===== src/rtl/muldiv_if.sv =====
// muldiv_if: start/done handshake and result bus shared by the multiply/divide
// unit (slave side) and whoever issues operations to it (master side).
interface muldiv_if #(
   parameter int WIDTH = 32
) ();

   logic             Start;
   logic [1:0]       Op;
   logic [WIDTH-1:0] A;
   logic [WIDTH-1:0] B;
   logic             Busy;
   logic             Done;
   logic             DivZero;
   logic [WIDTH-1:0] ResultHigh;
   logic [WIDTH-1:0] ResultLow;

   modport master (
      output Start, Op, A, B,
      input  Busy, Done, DivZero, ResultHigh, ResultLow
   );

   modport slave (
      input  Start, Op, A, B,
      output Busy, Done, DivZero, ResultHigh, ResultLow
   );

endinterface


===== src/rtl/muldiv_unit.sv =====
// muldiv_unit: iterative signed/unsigned multiply and divide behind one
// start/done handshake. Both operations work on operand magnitudes, one bit
// per cycle, and a single FIX cycle restores the signs afterwards.
// Op encoding: 00 MULT, 01 MULTU, 10 DIV, 11 DIVU (bit 0 = unsigned, bit 1 = divide).
module muldiv_unit #(
   parameter  int WIDTH = 32,
   localparam int CNTW  = $clog2(WIDTH + 1)
) (
   input  logic     Clk,
   input  logic     Reset,
   muldiv_if.slave  bus
);

   typedef enum logic [2:0] {
      IDLE,
      MUL,
      DIV,
      FIX,
      DONE
   } state_t;

   state_t             state_q;
   logic               isDiv_q;
   logic               signA_q;
   logic               signB_q;
   logic               dz_q;
   logic [CNTW-1:0]    cnt_q;
   logic [WIDTH-1:0]   operand_q;
   logic [WIDTH-1:0]   hi_q;
   logic [WIDTH-1:0]   lo_q;
   logic [WIDTH-1:0]   hi_d;
   logic [WIDTH-1:0]   lo_d;
   logic               busy_q;
   logic               done_q;
   logic               divZero_q;
   logic [WIDTH-1:0]   resHi_q;
   logic [WIDTH-1:0]   resLo_q;

   logic               inSignA;
   logic               inSignB;
   logic [WIDTH-1:0]   magA;
   logic [WIDTH-1:0]   magB;
   logic [WIDTH:0]     mulSum;
   logic [WIDTH:0]     divShift;
   logic [WIDTH:0]     divDiff;
   logic               divTake;
   logic [2*WIDTH-1:0] prodNeg;

   // Operand signs and magnitudes of the incoming request; only signed ops
   // (Op[0]==0) treat the MSB as a sign bit. -2^(W-1) maps to 2^(W-1) unsigned.
   always_comb begin
      inSignA = ~bus.Op[0] & bus.A[WIDTH-1];
      inSignB = ~bus.Op[0] & bus.B[WIDTH-1];
      magA    = inSignA ? (~bus.A + 1'b1) : bus.A;
      magB    = inSignB ? (~bus.B + 1'b1) : bus.B;
   end

   // One iteration of the shift-add multiplier, the restoring divider, or the
   // sign fix-up, selected by the current state. hi/lo hold the running
   // product (MUL) or remainder/quotient (DIV); operand_q is the multiplicand
   // or divisor magnitude.
   always_comb begin
      hi_d     = hi_q;
      lo_d     = lo_q;
      mulSum   = {1'b0, hi_q} + (lo_q[0] ? {1'b0, operand_q} : '0);
      divShift = {hi_q, lo_q[WIDTH-1]};
      divDiff  = divShift - {1'b0, operand_q};
      divTake  = ~divDiff[WIDTH];
      prodNeg  = ~{hi_q, lo_q} + 1'b1;
      case (state_q)
         MUL: begin
            hi_d = mulSum[WIDTH:1];
            lo_d = {mulSum[0], lo_q[WIDTH-1:1]};
         end
         DIV: begin
            hi_d = divTake ? divDiff[WIDTH-1:0] : divShift[WIDTH-1:0];
            lo_d = {lo_q[WIDTH-2:0], divTake};
         end
         FIX: begin
            if (isDiv_q) begin
               hi_d = signA_q ? (~hi_q + 1'b1) : hi_q;
               lo_d = (signA_q ^ signB_q) ? (~lo_q + 1'b1) : lo_q;
            end else if (signA_q ^ signB_q) begin
               hi_d = prodNeg[2*WIDTH-1:WIDTH];
               lo_d = prodNeg[WIDTH-1:0];
            end
         end
         default: begin
            hi_d = hi_q;
            lo_d = lo_q;
         end
      endcase
   end

   // Control FSM with registered handshake and result outputs. Done is raised
   // on the edge leaving DONE, so it appears one cycle after the state does;
   // Busy stays high through that Done cycle and drops on the following edge.
   always_ff @(posedge Clk or negedge Reset) begin
      if (!Reset) begin
         state_q   <= IDLE;
         isDiv_q   <= 1'b0;
         signA_q   <= 1'b0;
         signB_q   <= 1'b0;
         dz_q      <= 1'b0;
         cnt_q     <= '0;
         operand_q <= '0;
         hi_q      <= '0;
         lo_q      <= '0;
         busy_q    <= 1'b0;
         done_q    <= 1'b0;
         divZero_q <= 1'b0;
         resHi_q   <= '0;
         resLo_q   <= '0;
      end else begin
         case (state_q)
            IDLE: begin
               if (done_q) begin
                  done_q <= 1'b0;
                  busy_q <= 1'b0;
               end else if (bus.Start && !busy_q) begin
                  busy_q    <= 1'b1;
                  divZero_q <= 1'b0;
                  isDiv_q   <= bus.Op[1];
                  signA_q   <= inSignA;
                  signB_q   <= inSignB;
                  cnt_q     <= '0;
                  dz_q      <= 1'b0;
                  if (!bus.Op[1]) begin
                     hi_q      <= '0;
                     lo_q      <= magB;
                     operand_q <= magA;
                     state_q   <= MUL;
                  end else if (bus.B == '0) begin
                     hi_q    <= bus.A;
                     lo_q    <= '1;
                     dz_q    <= 1'b1;
                     state_q <= DONE;
                  end else begin
                     hi_q      <= '0;
                     lo_q      <= magA;
                     operand_q <= magB;
                     state_q   <= DIV;
                  end
               end
            end
            MUL, DIV: begin
               hi_q  <= hi_d;
               lo_q  <= lo_d;
               cnt_q <= cnt_q + 1'b1;
               if (cnt_q == CNTW'(WIDTH - 1)) begin
                  state_q <= FIX;
               end
            end
            FIX: begin
               hi_q    <= hi_d;
               lo_q    <= lo_d;
               state_q <= DONE;
            end
            DONE: begin
               resHi_q   <= hi_q;
               resLo_q   <= lo_q;
               divZero_q <= dz_q;
               done_q    <= 1'b1;
               state_q   <= IDLE;
            end
            default: begin
               state_q <= IDLE;
            end
         endcase
      end
   end

   assign bus.Busy       = busy_q;
   assign bus.Done       = done_q;
   assign bus.DivZero    = divZero_q;
   assign bus.ResultHigh = resHi_q;
   assign bus.ResultLow  = resLo_q;

endmodule


===== src/flat_wrapper.sv =====
// flat-port wrapper written by rule: the top's interface ports become plain ports
module muldiv_unit_flat 
#(
   parameter  int WIDTH = 32,
   localparam int CNTW  = $clog2(WIDTH + 1)
)
  (Clk, Reset, bus_Start, bus_Op, bus_A, bus_B, bus_Busy, bus_Done, bus_DivZero, bus_ResultHigh, bus_ResultLow);
  muldiv_if #(.WIDTH(WIDTH)) bus_i ();
  input  logic Clk;
  input  logic Reset;
  input wire logic [$bits(bus_i.Start)-1:0] bus_Start;
  input wire logic [$bits(bus_i.Op)-1:0] bus_Op;
  input wire logic [$bits(bus_i.A)-1:0] bus_A;
  input wire logic [$bits(bus_i.B)-1:0] bus_B;
  output wire logic [$bits(bus_i.Busy)-1:0] bus_Busy;
  output wire logic [$bits(bus_i.Done)-1:0] bus_Done;
  output wire logic [$bits(bus_i.DivZero)-1:0] bus_DivZero;
  output wire logic [$bits(bus_i.ResultHigh)-1:0] bus_ResultHigh;
  output wire logic [$bits(bus_i.ResultLow)-1:0] bus_ResultLow;
  assign bus_i.Start = bus_Start;
  assign bus_i.Op = bus_Op;
  assign bus_i.A = bus_A;
  assign bus_i.B = bus_B;
  assign bus_Busy = bus_i.Busy;
  assign bus_Done = bus_i.Done;
  assign bus_DivZero = bus_i.DivZero;
  assign bus_ResultHigh = bus_i.ResultHigh;
  assign bus_ResultLow = bus_i.ResultLow;
  muldiv_unit #(.WIDTH(WIDTH)) u_core (.Clk(Clk), .Reset(Reset), .bus(bus_i));
endmodule

===== config.mk =====
export PLATFORM = sky130hd
export DESIGN_NAME = muldiv_unit_flat
export DESIGN_NICKNAME = d
export VERILOG_FILES = /design/src/rtl/muldiv_if.sv /design/src/rtl/muldiv_unit.sv /design/src/flat_wrapper.sv
export SDC_FILE = /design/constraint.sdc
export NUM_CORES = 1
export LEC_CHECK = 0
export BUFFER_PORTS_ARGS = -buffer_cell sky130_fd_sc_hd__buf_2
export CORE_MARGIN = 8
export CORE_UTILIZATION = 40
export DETAILED_ROUTE_END_ITERATION = 7
export GPL_ROUTABILITY_DRIVEN = 0
export HOLD_SLACK_MARGIN = 0.05
export PLACE_DENSITY = 0.62
export SLEW_MARGIN = 20
export SYNTH_ARGS = -nofsm -noshare
export SYNTH_HDL_FRONTEND = slang
export SYNTH_SLANG_ARGS = --single-unit

===== constraint.sdc =====
create_clock -name Clk -period 4.82 [get_ports Clk]
set_clock_uncertainty 0.15 [all_clocks]
set_input_delay 0.964 -clock Clk [delete_from_list [all_inputs] [get_ports Clk]]
set_output_delay 0.964 -clock Clk [all_outputs]
set_load 0.02 [all_outputs]

==> results of run 1 <==
layout make-up:
type,instances,area [µm²],area share
inverters,70,263,0.0152
diodes,1,2.50,0.000145
flip-flops and latches,176,4410,0.254
clock inverters,15,161,0.00932
repair buffers,178,1040,0.0603
clock buffers,17,425,0.0246
well taps,518,648,0.0374
multi-input cells,1588,10400,0.599
layer usage:
metal / routed length, µm / vias to the layer above / global-route usage
met5: 32 / - / 0
met1: 24400 / 7576 / 0.336
met4: 2860 / 4 / 0.127
li1: - / 7299 / -
met3: 5140 / 161 / 0.0487
met2: 25100 / 834 / 0.382
state kept, by name, indices dropped and copies added (netlist names):
name                   flops
u_core.lo_q               32
u_core.signA_q             1
u_core.dz_q                1
u_core.bus.ResultLow      32
u_core.isDiv_q             1
u_core.bus.DivZero         1
u_core.operand_q          32
u_core.bus.ResultHigh     32
u_core.cnt_q               6
u_core.hi_q               32
u_core.bus.Busy            1
u_core.bus.Done            1
u_core.signB_q             1
u_core.state_q             3
per-stage QoR:
step,std cells,util,setup WS [ns],instance area [µm²],total power [W]
3_5_place_dp,2530,0.435,0.448,16700,0.0137
6_report,2563,0.450,0.675,17300,0.0153
3_3_place_gp,2530,0.435,0.485,16700,0.0135
4_1_cts,2562,0.450,0.769,17300,0.0152
5_1_grt,2562,0.450,0.398,17300,0.0164
2_1_floorplan,1951,-,1.21,15500,0.0107
worst max-delay path: stages, from the launching register on:
cell and delay, ns:
dfrtp_1 0.51, clkinv_1 0.14, buf_4 0.24, ha_1 0.21, nand2b_1 0.23, nor4_1 0.40, a41o_1 0.59, nand2_2 0.20
nor4_1 0.38, xor2_1 0.20, o221ai_1 0.13, a41oi_1 0.20, o211ai_1 0.17, o31a_1 0.26
cells by family after synthesis:
| logic type | share of synthesized area |
|---|---|
| AOI/OAI and AO/OA | 0.254 |
| adders and majority gates | 0.0582 |
| xor gates and xnor gates | 0.0824 |
| and+or+nand+nor | 0.201 |
| muxes | 0.0701 |
| buffers and inverters | 0.0506 |
| DFF | 0.284 |
worst paths after layout:
| path | start | to | slack [ns] | cells after the start |
|---|---|---|---|---|
| max | u_core.lo_q[0]$_DFFE_PN0P_ | u_core.hi_q[28]$_DFFE_PN0P_ | 0.67 | 13 |
| min | u_core.dz_q$_DFFE_PN0P_ | u_core.dz_q$_DFFE_PN0P_ | 0.33 | 2 |
| max reg2reg | u_core.lo_q[0]$_DFFE_PN0P_ | u_core.hi_q[28]$_DFFE_PN0P_ | 0.67 | 13 |
| min reg2reg | u_core.dz_q$_DFFE_PN0P_ | u_core.dz_q$_DFFE_PN0P_ | 0.33 | 2 |
| max in group asynchronous | Reset | u_core.bus.ResultHigh[5]$_DFFE_PN0P_ | 3.24 | 2 |
| min in group asynchronous | Reset | u_core.hi_q[12]$_DFFE_PN0P_ | 0.42 | 1 |
synth_stat cells (all sizes together) (7+ instances only):
| library cell | count | share of area |
|---|---|---|
| or3 | 18 | 0.0086 |
| a22oi | 14 | 0.0068 |
| clkbuf | 103 | 0.029 |
| xnor2 | 92 | 0.052 |
| nand2b | 32 | 0.013 |
| nor3 | 62 | 0.021 |
| a211oi | 31 | 0.015 |
| mux2 | 78 | 0.057 |
| mux2i | 21 | 0.014 |
| nor2b | 20 | 0.0081 |
| o221ai | 9 | 0.0051 |
| a31oi | 22 | 0.0089 |
| and3 | 11 | 0.0045 |
| o21a | 16 | 0.0077 |
| a21o | 25 | 0.012 |
| o311ai | 7 | 0.0039 |
| o211ai | 17 | 0.0082 |
| nand4 | 11 | 0.0044 |
| o22ai | 12 | 0.0048 |
| a221oi | 20 | 0.011 |
| o31ai | 19 | 0.0092 |
| nand3 | 26 | 0.0087 |
| a21oi | 187 | 0.060 |
| a32o | 9 | 0.0058 |
| a221o | 9 | 0.0058 |
| or4 | 22 | 0.011 |
| nor4 | 22 | 0.0097 |
| and2 | 15 | 0.0060 |
| ha | 69 | 0.056 |
| inv | 68 | 0.016 |
| buf | 14 | 0.0049 |
| xor2 | 54 | 0.030 |
| o31a | 7 | 0.0039 |
| nand2 | 182 | 0.044 |
| o21ai | 171 | 0.055 |
| dfrtp | 176 | 0.28 |
| nor2 | 200 | 0.049 |
power breakdown:
group	total [W]	internal, W	switching, W
combinational	0.0108	0.00425	0.00653
clock	0.00142	0.000695	0.000728
sequential	0.00314	0.00222	0.000911
total	0.0153	0.00717	0.00817
==> impl_metrics.tcl, run 1 <==
set metrics [dict create \
    timing.setup.tns_ns 0 \
    slew_viol_final 0 \
    grt-ovfl-total 0 \
    hold_class "register to register" \
    cts_tree "built" \
    rows 72 \
    port_buffers 135 \
    rsz0062_at_grt "false" \
    die_w_um 213 \
    max_freq_mhz 241 \
    antenna_found_initial 4 \
    min_period_over_period 0.860 \
    drt-total-wl_um 57600 \
    status "complete, no violations" \
    vdd_ir_drop_max_uv 497 \
    cts_hold_buf 0 \
    async_flop_share 1.00 \
    cts_sinks 176 \
    synth_edf_count 0 \
    period_minus_slack_ns 4.15 \
    grt_pass1_vias 15071 \
    finalSetupViolCount 0 \
    drt_iter0_drc 1573 \
    crit_fanout 12 \
    groute.usage.overall 0.251 \
    crit_arrival_ns 4.35 \
    endpoint_kind "register" \
    final_cell_mix "nor2_1 (197), a21oi_1 (187), nand2_1 (181), dfrtp_1 (175), o21ai_0 (168)" \
    syn_area_per_cell_um2 7.96 \
    clk_latency_ns 0.47 \
    grt_max_degree 105 \
    ios 136 \
    worst_hold_slack_ns 0.328 \
    dieArea_um2 45400 \
    worst_pin_slew_ns 0.988 \
    drc 0 \
    h-tree-depth 4 \
    drive_gt1_frac 0.159 \
    synth_nets 2091 \
    final_common_cell "nor2_1" \
    dieHeight_um 213 \
    yosys_warnings 0 \
    start_kind "register" \
    final_hold_viol_count 0 \
    firstDrtPassIters 6 \
    cts-root-buf "clkbuf_16" \
    synth_cells 1951 \
    wl_per_cell_um 22.5 \
    slew_headroom 0.341 \
    cts_setup_buffers 0 \
    synth_flop_cell "dfrtp_1" \
    initial_core_util 0.404 \
    synthDistinctLibCells 88 \
    ys_seq_area_frac 0.284 \
    fillCellCount 3895 \
    path_class "register to register" \
    synth_seq_cells 176 \
    leakage_nw 7.31 \
    syn2layout_area_growth_pct 11.5 \
    cts_buffers 17 \
    core_region_area_um2 38500 \
    post_cts_resized 0 \
    path_clk_slew_ns 0.09 \
    cts_max_path_buffers 2 \
    crit_required_ns 5.02 \
    power_density_nw_per_um2 886 \
    maxCapViolations 0 \
    synth_area_um2 15500 \
    ant_nets 0 \
    nets 2171 \
    via_per_inst 6.19 \
    route.vias.total 15874 \
    dp_hpwl_um 43000 \
    grt_first_pass_wirelength_um 88200 \
]
Power figures use the tool's default switching activity.
==> inputs of run 2 (changes only) <==
--- a/config.mk
+++ b/config.mk
@@ -5,13 +5,14 @@
 export SDC_FILE = /design/constraint.sdc
 export NUM_CORES = 1
 export LEC_CHECK = 0
+export ABC_AREA = 1
 export BUFFER_PORTS_ARGS = -buffer_cell sky130_fd_sc_hd__buf_2
 export CORE_MARGIN = 8
 export CORE_UTILIZATION = 40
 export DETAILED_ROUTE_END_ITERATION = 7
 export GPL_ROUTABILITY_DRIVEN = 0
 export HOLD_SLACK_MARGIN = 0.05
-export PLACE_DENSITY = 0.62
+export PLACE_DENSITY = 0.54
 export SLEW_MARGIN = 20
 export SYNTH_ARGS = -nofsm -noshare
 export SYNTH_HDL_FRONTEND = slang
==> run 2 against run 1 <==
Highest routed layer unchanged. Largest cell class unchanged. The flow now finishes with violations (design-rule violations). Synthesized cell count grew 59%. Flip-flop and latch count did not move. Area after synthesis increased by 19%. Global-route usage is 6.1 points higher.
==> impl_metrics.tcl, run 2 <==
set metrics [dict create \
    placed_cell_area_um2 19600 \
    status "finished, violations left" \
    synth-simple-area-share 0.410 \
    period_minus_slack_ns 3.89 \
    route.vias.total 22004 \
    synth_area_um2 18400 \
    dp_hpwl_um 68200 \
    via_per_inst 5.80 \
    synth_flop_cell "dfrtp_1" \
    syn2layout_area_growth_pct 9.35 \
    final_hold_viol_count 0 \
    final_cells 3791 \
    clk_latency_ns 0.47 \
    crit_arrival_ns 4.10 \
    worst_hold_slack_ns 0.327 \
    crit_fanout 33 \
    start_kind "register" \
    netlist.area_leader.share 0.239 \
    grt_first_pass_wirelength_um 127000 \
    rows 78 \
    cts_max_path_buffers 2 \
    synth_top_family_by_area "simple AND/OR/NAND/NOR gates" \
    dieArea_um2 53200 \
    initial_core_util 0.405 \
    power_density_nw_per_um2 866 \
    dp.cells 3759 \
    synthDistinctLibCells 59 \
    finalPower_w 0.0175 \
    h-tree-depth 4 \
    synth_compound_area_frac 0.159 \
    worst_pin_slew_ns 1.11 \
    cts_hold_buf 0 \
    synthAdderAreaFrac 0.0490 \
    synth-xor-area-share 0.0375 \
    ant_nets 0 \
    nets 3318 \
    final_area_um2 20200 \
    groute.usage.overall 0.312 \
    rsz0062_at_grt "false" \
    syn_area_per_cell_um2 5.93 \
    yosys_warnings 0 \
    slew_viol_final 0 \
    synthTopCellsByCount "nand2_1 (1016), inv_1 (356), nor2_1 (330)" \
    die_w_um 231 \
    path_clk_slew_ns 0.08 \
    cts_buffers 17 \
    wl_per_cell_um 22.6 \
    core_region_area_um2 45500 \
    ios 136 \
    cts_setup_buffers 0 \
    timing.setup.tns_ns 0 \
    synth_mux_area_frac 0.00115 \
    leakage_nw 10.2 \
    post_cts_resized 0 \
    synth_area_leaders "dfrtp_1 (24%), nand2_1 (21%), nand3_1 (8.1%)" \
    crit_required_ns 5.03 \
    cts_sinks 176 \
    firstDrtPassIters 8 \
    max_freq_mhz 257 \
    synth_edf_count 0 \
    dieHeight_um 231 \
    grt_max_degree 121 \
    final_common_cell "nand2_1" \
    grt-ovfl-total 0 \
    port_buffers 135 \
    path_class "register to register" \
    antenna_found_initial 1 \
    cts_tree "built" \
    yosysMostFrequentCell "nand2_1" \
    async_flop_share 1.00 \
    drt_iter0_drc 2764 \
    slew_headroom 0.262 \
    ys_seq_area_frac 0.239 \
    grt_pass1_vias 20437 \
    final_cell_mix "nand2_1 (1015), inv_1 (356), nor2_1 (329), nand3_1 (299), o21ai_0 (196)" \
    endpoint_kind "register" \
    synth_seq_cells 176 \
    min_period_over_period 0.806 \
    yosysTopAreaCell "dfrtp_1" \
    drive_gt1_frac 0.0809 \
    finalSetupViolCount 0 \
    drt-total-wl_um 85800 \
    maxCapViolations 0 \
    hold_class "register to register" \
    violations "design-rule violations" \
    synth_cells 3110 \
    cts-root-buf "clkbuf_16" \
    vdd_ir_drop_max_uv 549 \
    drc 3 \
    synth_nets 3250 \
    insertedDiodeCount 0 \
]
-- run 2: cell families (layout without fill, tap and decap cells) --
family | Yosys count | in the layout
and+or+nand+nor | 1790 | 1790
AOI/OAI and AO/OA | 511 | 511
buffers and inverters | 481 | 562
DFF | 176 | 176
xor gates and xnor gates | 79 | 79
adders and majority gates | 71 | 71
muxes | 2 | 2
-- run 2: final timing paths --
| check | start | to | slack, ns | depth (start not counted) |
|---|---|---|---|---|
| max in group asynchronous | Reset | u_core.hi_q[24]$_DFFE_PN0P_ | 3.03 | 2 |
| max | u_core.hi_q[0]$_DFFE_PN0P_ | u_core.hi_q[22]$_DFFE_PN0P_ | 0.93 | 18 |
| min reg2reg | u_core.bus.ResultHigh[11]$_DFFE_PN0P_ | u_core.bus.ResultHigh[11]$_DFFE_PN0P_ | 0.33 | 2 |
| min in group asynchronous | Reset | u_core.bus.ResultLow[19]$_DFFE_PN0P_ | 0.40 | 1 |
| max reg2reg | u_core.hi_q[0]$_DFFE_PN0P_ | u_core.hi_q[22]$_DFFE_PN0P_ | 0.93 | 18 |
| min | u_core.bus.ResultHigh[11]$_DFFE_PN0P_ | u_core.bus.ResultHigh[11]$_DFFE_PN0P_ | 0.33 | 2 |
-- run 2: metrics by stage --
stage                     setup slack [ns]  utilization
after floorplan                       2.07            -
after global placement                1.07        0.430
after detailed placement              1.02        0.430
after CTS                             1.06        0.443
after global routing                 0.727        0.443
final                                0.933        0.443
-- run 2: layout make-up --
type                            instances  area (µm²)
Fill cell                            4984       25300
Multi-Input combinational cell       2453       12100
Sequential cell                       176        4400
Inverter                              372        1400
Timing Repair Buffer                  158         871
Tap cell                              600         751
Clock buffer                           19         443
Clock inverter                         13         145
-- run 2: per-layer routing --
layer  up-vias  GRT usage  wire length, µm
li1      10275          -                -
met2      1187      0.469            36200
met5         -          0               13
met3       237     0.0751             9140
met4         2      0.160             4980
met1     10303      0.413            35500
-- run 2: worst max-delay path, stage by stage, from the launching register on --
cell      delay, ns
dfrtp_1        0.50
clkinv_1       0.39
fa_1           0.52
inv_1          0.11
nand2_1        0.08
nand2_1        0.08
nand3_1        0.09
nand2_2        0.11
nand2_1        0.07
nand2_2        0.12
nand2_2        0.10
nand2_1        0.09
nand2_1        0.11
nand2_2        0.60
nand3_1        0.28
o211ai_1       0.16
nand2_1        0.07
nand2_1        0.07
nand2_1        0.05
-- run 2: power by group --
part           internal (W)  switching, W  total, W
Clock              0.000746      0.000706   0.00145
Combinational       0.00375       0.00905    0.0128
Sequential          0.00221       0.00100   0.00321
==> inputs of run 3 (changes only) <==
--- a/config.mk
+++ b/config.mk
@@ -5,14 +5,14 @@
 export SDC_FILE = /design/constraint.sdc
 export NUM_CORES = 1
 export LEC_CHECK = 0
-export ABC_AREA = 1
+export ABC_AREA = 0
 export BUFFER_PORTS_ARGS = -buffer_cell sky130_fd_sc_hd__buf_2
 export CORE_MARGIN = 8
 export CORE_UTILIZATION = 40
 export DETAILED_ROUTE_END_ITERATION = 7
 export GPL_ROUTABILITY_DRIVEN = 0
 export HOLD_SLACK_MARGIN = 0.05
-export PLACE_DENSITY = 0.54
+export PLACE_DENSITY = 0.56
 export SLEW_MARGIN = 20
 export SYNTH_ARGS = -nofsm -noshare
 export SYNTH_HDL_FRONTEND = slang
==> constraint.sdc (replaced) <==
create_clock -name Clk -period 3.26 [get_ports Clk]
set_clock_uncertainty 0.15 [all_clocks]
set_input_delay 0.652 -clock Clk [delete_from_list [all_inputs] [get_ports Clk]]
set_output_delay 0.652 -clock Clk [all_outputs]
set_load 0.02 [all_outputs]
==> run 3 against run 2 <==
The run ends with negative setup slack left. Register-to-register slack got worse by 1.1 ns. Global-route usage decreased by 3.8 points. Fmax increased by 13%. Critical path type unchanged.
==> impl_metrics.tcl, run 3 (synthesis results as in run 1) <==
set metrics [dict create \
    cpPeakStageDelay_ns 0.49 \
    crit_arrival_ns 3.66 \
    slew_headroom 0.525 \
    groute.usage.overall 0.274 \
    worst_pin_slew_ns 0.713 \
    min_period_over_period 1.06 \
    status "finished, violations left" \
    rsz0062_at_grt "true" \
    grt-ovfl-total 0 \
    crit_fanout 11 \
    ant_nets 0 \
    period_minus_slack_ns 3.45 \
    reg2reg_from "u_core.operand_q[5]$_DFFE_PN0P_" \
    leakage_nw 9.26 \
    drt-total-wl_um 63700 \
    placed_cell_area_um2 19400 \
    hold_class "input pin to register" \
    wl_met1_um 26800 \
    cts-root-buf "clkbuf_16" \
    whs_path_depth 3 \
    multi_input_comb_area_um2 11000 \
    fin_ws_ns -0.187 \
    power_density_nw_per_um2 1330 \
    cp_slowest_cell "or4_1" \
    dieArea_um2 45400 \
    ios 136 \
    grt_first_pass_wirelength_um 95900 \
    final_hold_viol_count 0 \
    violations "negative setup slack" \
    drive_gt1_frac 0.333 \
    syn2layout_area_growth_pct 34.9 \
    routed.top_layer "met5" \
    endpoint_kind "register" \
    h-tree-depth 4 \
    crit_start "u_core.operand_q[5]$_DFFE_PN0P_" \
    via_per_inst 5.89 \
    finalSetupViolCount 25 \
    die_w_um 213 \
    postLayoutCoreUtil 0.544 \
    rows 72 \
    cts_max_path_buffers 2 \
    dp_hpwl_um 49300 \
    grt_pass1_vias 16423 \
    crit_required_ns 3.47 \
    port_buffers 135 \
    final_common_cell "buf_4" \
    antenna_found_initial 2 \
    r2r_cells 12 \
    fillCellCount 3645 \
    rr_endpoint "u_core.hi_q[15]$_DFFE_PN0P_" \
    nets 2539 \
    crit_path_end "u_core.hi_q[15]$_DFFE_PN0P_" \
    final_cell_mix "buf_4 (386), nor2_1 (182), nand2_1 (178), dfrtp_1 (173), a21oi_1 (170)" \
    drt_iter0_drc 1543 \
    dieHeight_um 213 \
    firstDrtPassIters 8 \
    drc 0 \
    timing.setup.tns_ns -2.43 \
    core_region_area_um2 38500 \
    path_cells "inv_2, ha_4, a21o_1, or3_4, o21ba_4, o211ai_1, nand2_1, or4_1, and3_4, buf_12, mux2_2, a221o_1" \
    grt_max_degree 62 \
    regArea_um2 4410 \
    start_kind "register" \
    cts_buffers 17 \
    max_freq_mhz 290 \
    path_clk_slew_ns 0.09 \
    maxCapViolations 0 \
    path_class "register to register" \
    final_area_um2 20900 \
    cts_sinks 176 \
    route.vias.total 17276 \
    vdd_ir_drop_max_uv 546 \
    worst_hold_slack_ns 0.312 \
    clk_latency_ns 0.49 \
    route.met3.wl_um 4870 \
    wl_per_cell_um 21.7 \
    slew_viol_final 0 \
    reg2reg_slack_ns -0.19 \
    cts_tree "built" \
    wl_met2_um 29500 \
    initial_core_util 0.404 \
]
run 3: changes by cell type in the layout (fill, tap and decap cells not counted), sizes merged, moves of 32 or more:
cell,before,now
nand3,304,26
nand2,1026,182
nand4,55,11
nor2,341,200
nand2b,0,32
mux2,1,78
buf,158,542
o21ai,231,171
nor3,24,62
inv,374,75
xnor2,21,92
run 3: final cells by class:
class                   instances  area share
multi-input cells            1588       0.526
diodes                          1    0.000119
flip-flops and latches        176       0.210
clock buffers                  17      0.0203
clock inverters                15     0.00878
inverters                      70      0.0128
well taps                     518      0.0309
repair buffers                546       0.191
run 3: worst min-delay path by stage:
stage | start | endpoint | slack (ns)
finish | bus_Start | u_core.bus.Busy$_DFFE_PN0P_ | 0.31
global placement | u_core.operand_q[30]$_DFFE_PN0P_ | u_core.operand_q[30]$_DFFE_PN0P_ | 0.31
global route | bus_Start | u_core.bus.Busy$_DFFE_PN0P_ | 0.31
floorplan | Reset | u_core.bus.Busy$_DFFE_PN0P_ | 0.21
detailed placement | u_core.dz_q$_DFFE_PN0P_ | u_core.dz_q$_DFFE_PN0P_ | 0.31
CTS | bus_Start | u_core.bus.Busy$_DFFE_PN0P_ | 0.30
run 3: power breakdown:
group / total, W / switching [W] / internal (W)
combinational: 0.0217 / 0.0122 / 0.00954
sequential: 0.00401 / 0.000709 / 0.00330
clock: 0.00216 / 0.00111 / 0.00104
run 3: repair_timing:
action / CTS / global route
buffers inserted: 6 / 20
hold buffers: 1 / 0
resized for setup: 56 / 102
hold endpoints to repair: 31 / 0
cloned: 0 / 2
endpoints found under the setup margin: 30 / 37
pin swaps: 20 / 45
run 3: metal layers:
metal / up-vias / GRT usage
met2: 763 / 0.445
met4: 2 / 0.114
met5: - / 0
met3: 138 / 0.0493
met1: 8356 / 0.356
li1: 8017 / -
run 3: through the flow:
| stage | cells | setup WS, ns | total power (W) |
|---|---|---|---|
| after detailed placement | 2869 | -0.310 | 0.0235 |
| after CTS | 2908 | -0.165 | 0.0262 |
| final | 2931 | -0.187 | 0.0279 |
| after floorplan | 1951 | -0.0670 | 0.0158 |
| after global placement | 2869 | -0.288 | 0.0232 |
| after global routing | 2930 | -0.297 | 0.0296 |
run 3: critical path: cells and delay by family (launching register included):
kind / cells / cell delay, ns
and+or+nand+nor: 4 / 1.18
AOI/OAI and AO/OA: 4 / 0.86
DFF: 1 / 0.40
muxes: 1 / 0.27
buffers and inverters: 2 / 0.24
adders and majority gates: 1 / 0.20
